File: src/rtl/if_fetch_unit_pkg.sv
// Shared pipeline definitions for the fetch stage and the IF/ID, ID/EX latches.
package if_fetch_unit_pkg;

  typedef enum logic [1:0] {
    IDLE,
    FETCH,
    HOLD,
    DRAIN
  } fetch_state_t;

  localparam logic [31:0] NOP_INSTR    = 32'h0000_0013;
  localparam logic [31:0] RESET_VECTOR = 32'h0000_0000;

  function automatic logic [31:0] align_pc(input logic [31:0] a);
    return {a[31:2], 2'b00};
  endfunction

endpackage

File: src/rtl/fetch_hold_buf.sv
// Single-entry buffer that parks a fetched instruction while
// the downstream latch cannot accept it.
module fetch_hold_buf
  import if_fetch_unit_pkg::*;
#(
  parameter logic [31:0] RESET_PC = RESET_VECTOR,
  parameter logic [31:0] NOP      = NOP_INSTR
) (
  input  logic        clk,
  input  logic        rst,
  input  logic        load,
  input  logic        clear,
  input  logic [31:0] ir_d,
  input  logic [31:0] pc_d,
  output logic [31:0] ir_buf,
  output logic [31:0] pc_buf
);

  always_ff @(posedge clk or posedge rst) begin
    if (rst) begin
      ir_buf <= NOP;
      pc_buf <= RESET_PC;
    end else if (clear) begin
      ir_buf <= NOP;
      pc_buf <= RESET_PC;
    end else if (load) begin
      ir_buf <= ir_d;
      pc_buf <= pc_d;
    end
  end

endmodule

File: src/rtl/if_fetch_unit.sv
// RV32 instruction-fetch stage: owns the fetch PC, runs the
// imem request/ready handshake and feeds the IF/ID latch.
module if_fetch_unit
  import if_fetch_unit_pkg::*;
#(
  parameter logic [31:0] RESET_PC = RESET_VECTOR,
  parameter logic [31:0] NOP      = NOP_INSTR
) (
  input  logic        clk,
  input  logic        rst,
  input  logic        EN,
  input  logic        stall,
  input  logic        redirect,
  input  logic [31:0] redirect_pc,
  output logic        imem_req,
  output logic [31:0] imem_addr,
  input  logic        imem_ready,
  input  logic [31:0] imem_rdata,
  output logic [31:0] PCOUT,
  output logic [31:0] IR,
  output logic        fetch_valid,
  output logic        fetch_busy
);

  fetch_state_t state, state_d;
  logic [31:0] pc_q, pc_d;
  logic [31:0] req_addr, req_d;
  logic [31:0] ir_buf, pc_buf;
  logic [31:0] tgt;
  logic accept, redir;
  logic buf_load, buf_clear;

  assign accept = EN & ~stall & ~redirect;
  assign redir  = EN & redirect;
  assign tgt    = align_pc(redirect_pc);

  fetch_hold_buf #(
    .RESET_PC(RESET_PC),
    .NOP     (NOP)
  ) u_hold (
    .clk   (clk),
    .rst   (rst),
    .load  (buf_load),
    .clear (buf_clear),
    .ir_d  (imem_rdata),
    .pc_d  (req_addr),
    .ir_buf(ir_buf),
    .pc_buf(pc_buf)
  );

  always_ff @(posedge clk or posedge rst) begin
    if (rst) begin
      state    <= IDLE;
      pc_q     <= RESET_PC;
      req_addr <= RESET_PC;
    end else begin
      state    <= state_d;
      pc_q     <= pc_d;
      req_addr <= req_d;
    end
  end

  always_comb begin
    state_d   = state;
    pc_d      = pc_q;
    req_d     = req_addr;
    buf_load  = 1'b0;
    buf_clear = 1'b0;
    unique case (state)
      IDLE: begin
        state_d = FETCH;
        pc_d    = RESET_PC;
        req_d   = RESET_PC;
      end
      FETCH: begin
        if (redir) begin
          pc_d = tgt;
          if (imem_ready) req_d = tgt;
          else            state_d = DRAIN;
        end else if (imem_ready) begin
          if (accept) begin
            pc_d  = req_addr + 32'd4;
            req_d = req_addr + 32'd4;
          end else begin
            buf_load = 1'b1;
            state_d  = HOLD;
          end
        end
      end
      HOLD: begin
        if (redir) begin
          pc_d      = tgt;
          req_d     = tgt;
          buf_clear = 1'b1;
          state_d   = FETCH;
        end else if (accept) begin
          pc_d    = pc_buf + 32'd4;
          req_d   = pc_buf + 32'd4;
          state_d = FETCH;
        end
      end
      DRAIN: begin
        // stale response is swallowed; resume at the latest target
        if (redir) pc_d = tgt;
        if (imem_ready) begin
          req_d   = pc_d;
          state_d = FETCH;
        end
      end
      default: state_d = IDLE;
    endcase
  end

  always_comb begin
    imem_req    = 1'b0;
    imem_addr   = req_addr;
    PCOUT       = pc_buf;
    IR          = NOP;
    fetch_valid = 1'b0;
    fetch_busy  = 1'b0;
    unique case (state)
      IDLE: ;
      FETCH: begin
        imem_req = 1'b1;
        PCOUT    = req_addr;
        if (imem_ready) begin
          IR          = imem_rdata;
          fetch_valid = 1'b1;
        end else begin
          fetch_busy = 1'b1;
        end
      end
      HOLD: begin
        IR          = ir_buf;
        fetch_valid = 1'b1;
      end
      DRAIN: begin
        imem_req   = 1'b1;
        fetch_busy = 1'b1;
      end
      default: ;
    endcase
  end

endmodule

File: config.mk
export PLATFORM = sky130hd
export DESIGN_NAME = if_fetch_unit
export DESIGN_NICKNAME = d
export VERILOG_FILES = /design/src/rtl/if_fetch_unit_pkg.sv /design/src/rtl/fetch_hold_buf.sv /design/src/rtl/if_fetch_unit.sv
export SDC_FILE = /design/constraint.sdc
export NUM_CORES = 1
export LEC_CHECK = 0
export BUFFER_PORTS_ARGS = -buffer_cell sky130_fd_sc_hd__buf_2
export CORE_MARGIN = 1.5
export CORE_UTILIZATION = 51
export DETAILED_ROUTE_END_ITERATION = 10
export PLACE_DENSITY = 0.75
export SYNTH_ARGS = -nofsm -noshare
export SYNTH_HDL_FRONTEND = slang
export SYNTH_SLANG_ARGS = --single-unit
File: constraint.sdc
create_clock -name clk -period 4.4 [get_ports clk]
set_clock_uncertainty 0.2 [all_clocks]
set_input_delay 0.66 -clock clk [delete_from_list [all_inputs] [get_ports clk]]
set_output_delay 0.66 -clock clk [all_outputs]
set_load 0.01 [all_outputs]
* Word-level counts from Yosys, hierarchy flattened
Cells that the tools add are included.
Word-level totals: flip-flop bits (word level) 130, input bits 70, output and inout bits 99, word-level logic and storage cells 65
Cells by class: add/subtract/negate cells 2, eq/ne operators 10, muxes and demuxes 37, bitwise operators 5, reduce and logical (&&, ||, !) cells 6
Operator list (number):
- two-way mux 32 bit | 15
- one-hot mux 32 bit (4 select lines) | 2
- adder 32 x 3 -> 32 bit (second input constant) | 2
- one-hot mux 32 bit (2 select lines) | 1
- != test 3 bit (second input constant) | 5
- two-way mux 2 bit | 7
- two-way mux 1 bit | 9
- one-hot mux 2 bit (4 select lines) | 1
- AND reduction 5 bit | 1
- equality test 2 bit (second input constant) | 2
- != test 2 bit (second input constant) | 2
- one-hot mux 1 bit (2 select lines) | 2
- AND reduction 4 bit | 1
- AND 1 bit | 3
- AND reduction 3 bit | 1
- equality test 2 x 1 -> 1 bit (second input constant) | 1
- zero test 2 bit | 1
- inverter 1 bit | 2
- nonzero test 2 bit | 1
- OR reduction 2 bit | 1

* Logic depth before layout (Yosys ltp)
word-level depth 9, gate-level depth with buffers 10, mapped depth without buffers 8

* Hierarchy
A second synthesis with hierarchy kept.
Second synthesis, totals: cell total of the unflattened synthesis 930, area total of the unflattened synthesis 8667.1 um2
Modules (own cells, without submodules):
- if_fetch_unit | instances 1, cells an instance 723, area an instance 6040.8 um2, sequential area each 1651.6 um2
- fetch_hold_buf | instances 1, cells an instance 207, area an instance 2626.3 um2, sequential area each 1605.3 um2

* Worst setup path after synthesis
No wires, ideal clock.
path kind register -> output, start register state[0], end output port IR[10], arrival time 1903 ps, required time 3540 ps, slack 1637 ps, cell stages (with the launch flop) 8, path buffers 3, path through dfrtp_1 > inv_1 > ha_1 > clkbuf_1 > clkbuf_1 > clkbuf_1 > a22oi_1 > nor2b_1
Between the ends: longest elaborated chain between the ends 2, elaborated cells on any way between the ends 3, those cells by class eq/ne (2); mux (1)
RTL lines:
- start: declaration | line if_fetch_unit.sv:25 | fetch_state_t state, state_d;
- start signal: assignment | line if_fetch_unit.sv:57 | state <= state_d;
- equality test 2 bit or equality test 2 x 1 -> 1 bit (tied branches) | line if_fetch_unit.sv:121 | unique case (state)
- one-hot mux 32 bit (2 select lines) (*) | line if_fetch_unit.sv:121
- end: declaration | line if_fetch_unit.sv:20 | output logic [31:0] IR,
Mark *: on every way between the ends. The rest lies on a longest branch, timed or not.

* Worst setup path in the final report
start register state[1], end output port PCOUT[14]
Between the ends: longest elaborated chain between the ends 2
RTL lines:
- equality test 2 x 1 -> 1 bit | line if_fetch_unit.sv:121
- two-way mux 32 bit | line if_fetch_unit.sv:121
- end: declaration | line if_fetch_unit.sv:19 | output logic [31:0] PCOUT,
Every way passes these cells.

==> results.md <==
- The run finished with clean final reports.
- The area of the die is 0.0177 sq mm.
- For this design, the slowest cell found on the critical path is sky130_fd_sc_hd__ha_2.
- Along the worst path, the maximum fanout reaches 47.
- The number of cell rows is 47.
- Derived from the worst setup path, the maximum achievable clock frequency is 0.277 GHz.
- The number of synthesized register bits is 130.
- The area added between synthesis and finish is 16.9%.
- The total of cells resized after clock tree synthesis is 0.
- The hold buffer count at CTS is 0.
- The post-detailed-route via-to-cell ratio is 6.23.
- The number of cells on the worst reg-to-reg path is 8.
- The total count of max-transition violations in the final report is 0.
- The number of flops mapped to enable cells by yosys is 0.
- The min-delay analysis places its worst path in the category in2async.
- The endpoint type of the worst setup path is an output pin.
- The total wirelength of the detailed-routed design is 25.5 mm.
- The layout has 1,445 filler cells.
- The root cell of the clock tree is sky130_fd_sc_hd__clkbuf_16.
- The number of endpoints with negative hold slack in the final report is 0.
- The proportion of register bits with asynchronous set or reset after synthesis is 100%.
- In the final timing run, aggregate negative setup slack is 0 ps.
- Entering global routing, the biggest net connects 48 pins.
- The synthesis warning total is 0.
- The setup fix buffers added after clock tree synthesis is 0.
- The effective utilization at floorplan is 52.1%.
- 169 I/O pins were placed.
- The launching element type of the critical path is a flip-flop.
- The post-synth net total is 1,072.
- The critical path goes through inv_1 > ha_2 > buf_4 > mux2_2 > buf_2.
- The fraction of final layout cells sized beyond drive strength 1 is 29.9%.
- Yosys attributes the largest share of cell area to sky130_fd_sc_hd__dfrtp_1 (37%), sky130_fd_sc_hd__mux2_2 (12%), sky130_fd_sc_hd__nand2_1 (7.8%), sky130_fd_sc_hd__a21oi_1 (3.6%), sky130_fd_sc_hd__o21ai_0 (3.6%).
- In this run the remaining antenna-violating nets after routing total 0.
- The reg-to-reg critical path startpoint is state[1].
- The critical setup path kind is reg2out.
- Across all layers, the routed design uses 8,373 vias.
- In this run the deepest clock path goes through 2 buffers.
- At the pin with the least slew margin, the transition time is 1120 ps.
- Setup repair after global routing left no endpoint under its margin.
- The number of buffers added by the clock tree synthesis step is 17.
- Global routing finished with a remaining overflow of 0.
- After the first detailed-routing iteration, the DRC count stood at 832.
- The final RePlAce weighted congestion is 0.911.
- The clock insertion delay at the later pin of the skew report is 420 ps.
- For this run, the register share of the synthesized area comes to 37.7%.
- Summed over all cells, the static leakage comes to 4.54 nW.
- The floorplan die width is 133 um.
- The arrival time of data at the critical path endpoint is 2750 ps.
- The number of H-tree levels is 4.
- For this run, the leading register cell type out of synthesis is sky130_fd_sc_hd__dfrtp_1.
- sky130_fd_sc_hd__dfrtp_1 takes more of the synthesized area than any other cell.
- The number of global-route vias before repair is 7,857.
- In the global route stage, overall resource usage came out at 29.4%.
- In this run the standard cell core region covers 0.0166 sq mm.
- The die is 133 um tall.
- At the end of the flow, the number of nets in the layout was 1,185.
- The CTS sink count is 130.
- The worst register-to-register path ends at imem_addr[18].
- The highest ir drop seen on vdd is 376 uV.
- The required arrival time at the worst endpoint is 3540 ps.
- The worst slew slack as a fraction of its limit is 25.2%.
- The number of antenna violations at the first check in global routing came to 2.
- Together, buffers and inverters on the worst path number 3.
- The number of placed instances, taps included is 1,310.
- In this design, the largest share of critical-path delay is due to buffers and inverters.
- The portion of the clock cycle consumed by the worst path in the final layout is 82.0%.
- After clock tree synthesis, the clock-pin slew on the worst setup and hold paths is 60 ps.
- The total of endpoints with negative setup slack in the final report is 0.
- The time the final worst path needs with I/O delays and setup is 3610 ps.
- Across the run, the number of max-cap violations was 0.
- The detailed-route DRC error count is 0.
- Input and output buffers added on the ports amount to 166.
- The average wire per cell in the routed design is 19.0 um.
- TritonCTS built the clock tree.
- The area share of the largest cell type after synthesis is 36.8%.
- The worst register-to-register path has a setup slack of 1160 ps.
- The worst hold margin is 67.0 ps.
- The post-synthesis cell count is 996.
- On the worst path, the slowest cell contributes a delay of 610 ps.
- The wire length of the first global-routing pass is 41.4 mm.
- Counting distinct cell types in the post-synthesis netlist gives 73.
- The post-synthesis cell area is 0.00864 sq mm.
- The number of detailed-routing iterations run before antenna repair is 7.
- The power per cell area is 722 mW/mm^2.
- Detailed placement finished with a half-perimeter wire length of 17.1 mm.
- The finished layout holds 1,343 standard cells, fillers aside.
- The mean instance size in the synthesized netlist is 8.68 sq um.
[cell type report]
cell class	count	area, sq um	area share (%)
antenna	1	2.50	0.0248
timing repair buffer	182	963	9.53
multi-input combinational	760	4900	48.5
clock inverter	12	181	1.80
inverter	18	70.1	0.693
tap	220	275	2.72
sequential	130	3260	32.2
clock buffer	20	457	4.52
[Yosys cell counts (8+ instances only)]
| master | number |
|---|---|
| sky130_fd_sc_hd__a22oi_1 | 34 |
| sky130_fd_sc_hd__mux2_2 | 92 |
| sky130_fd_sc_hd__xnor2_1 | 19 |
| sky130_fd_sc_hd__nand4_1 | 19 |
| sky130_fd_sc_hd__nor2b_1 | 31 |
| sky130_fd_sc_hd__a21oi_1 | 63 |
| sky130_fd_sc_hd__dfrtp_1 | 127 |
| sky130_fd_sc_hd__a31oi_1 | 13 |
| sky130_fd_sc_hd__clkbuf_1 | 65 |
| sky130_fd_sc_hd__nor4_1 | 13 |
| sky130_fd_sc_hd__xor2_1 | 11 |
| sky130_fd_sc_hd__nor2_1 | 23 |
| sky130_fd_sc_hd__nand2_1 | 180 |
| sky130_fd_sc_hd__inv_1 | 17 |
| sky130_fd_sc_hd__nand3_1 | 58 |
| sky130_fd_sc_hd__nor3_1 | 19 |
| sky130_fd_sc_hd__o21ai_0 | 62 |
| sky130_fd_sc_hd__or4_1 | 8 |
[power breakdown]
part           leakage, nW  internal, mW  switching (mW)
sequential            1.69          1.71           0.657
clock                0.298         0.979           0.549
combinational         2.54          1.54            1.85
total                 4.54          4.23            3.06
[stage by stage]
stage	worst slack (ps)	instance area, sq um	power (mW)	util [%]
CTS	820	10100	7.28	60.9
global route	660	10100	7.75	60.9
floorplan	75.6	8640	4.68	-
global placement	1100	9470	5.64	57.1
finish	793	10100	7.29	60.9
detailed placement	1090	9470	5.74	57.1
[registers in the layout, summed over array words and instances (netlist names)]
register       flops
state              2
pc_q              32
imem_addr         32
u_hold.pc_buf     32
u_hold.ir_buf     32
[layer usage]
layer	track usage, %	share of wire [%]	vias up
met3	6.43	8.1	48
met4	10.2	1.8	2
met2	47.2	47	382
li1	-	-	3839
met5	0	0.047	-
met1	39.6	43	4102
[how the worst max path moves through the flow]
stage	from	end	slack, ps	cells after the start
detailed placement	EN	u_hold.ir_buf[3]	1090	5
floorplan	rst	imem_addr[0]	80	1
global placement	EN	u_hold.ir_buf[28]	1100	5
finish	state[1]	PCOUT[14]	790	5
CTS	state[1]	PCOUT[14]	820	5
global route	state[1]	PCOUT[17]	660	6
[cell families after synthesis]
family | share of synthesized area, %
multiplexers | 12.2
AND/OR/NAND/NOR | 21.4
flip-flops | 37.7
buffers and inverters | 6.12
XOR/XNOR | 3.04
adder cells (fa/ha/maj) | 0.868
AO/OA/AOI/OAI | 18.7
[cells in the final DEF, fill, tap and decap left out, types with 4 or more instances in the layout]
master	count
sky130_fd_sc_hd__a211o_1	5
sky130_fd_sc_hd__a211oi_1	7
sky130_fd_sc_hd__a21oi_1	63
sky130_fd_sc_hd__a222oi_1	5
sky130_fd_sc_hd__a22oi_1	34
sky130_fd_sc_hd__a31o_1	5
sky130_fd_sc_hd__a31oi_1	13
sky130_fd_sc_hd__and3_1	7
sky130_fd_sc_hd__buf_2	166
sky130_fd_sc_hd__buf_4	15
sky130_fd_sc_hd__bufinv_16	4
sky130_fd_sc_hd__clkbuf_16	17
sky130_fd_sc_hd__clkinvlp_4	4
sky130_fd_sc_hd__dfrtp_1	127
sky130_fd_sc_hd__ha_1	4
sky130_fd_sc_hd__inv_1	16
sky130_fd_sc_hd__mux2_2	92
sky130_fd_sc_hd__nand2_1	179
sky130_fd_sc_hd__nand3_1	58
sky130_fd_sc_hd__nand4_1	19
sky130_fd_sc_hd__nor2_1	22
sky130_fd_sc_hd__nor2b_1	31
sky130_fd_sc_hd__nor3_1	19
sky130_fd_sc_hd__nor4_1	13
sky130_fd_sc_hd__o21a_1	5
sky130_fd_sc_hd__o21ai_0	62
sky130_fd_sc_hd__o221ai_2	5
sky130_fd_sc_hd__o22ai_1	6
sky130_fd_sc_hd__o31ai_1	7
sky130_fd_sc_hd__or4_1	8
sky130_fd_sc_hd__xnor2_1	19
sky130_fd_sc_hd__xor2_1	11
(Power assumes the default switching activity.)
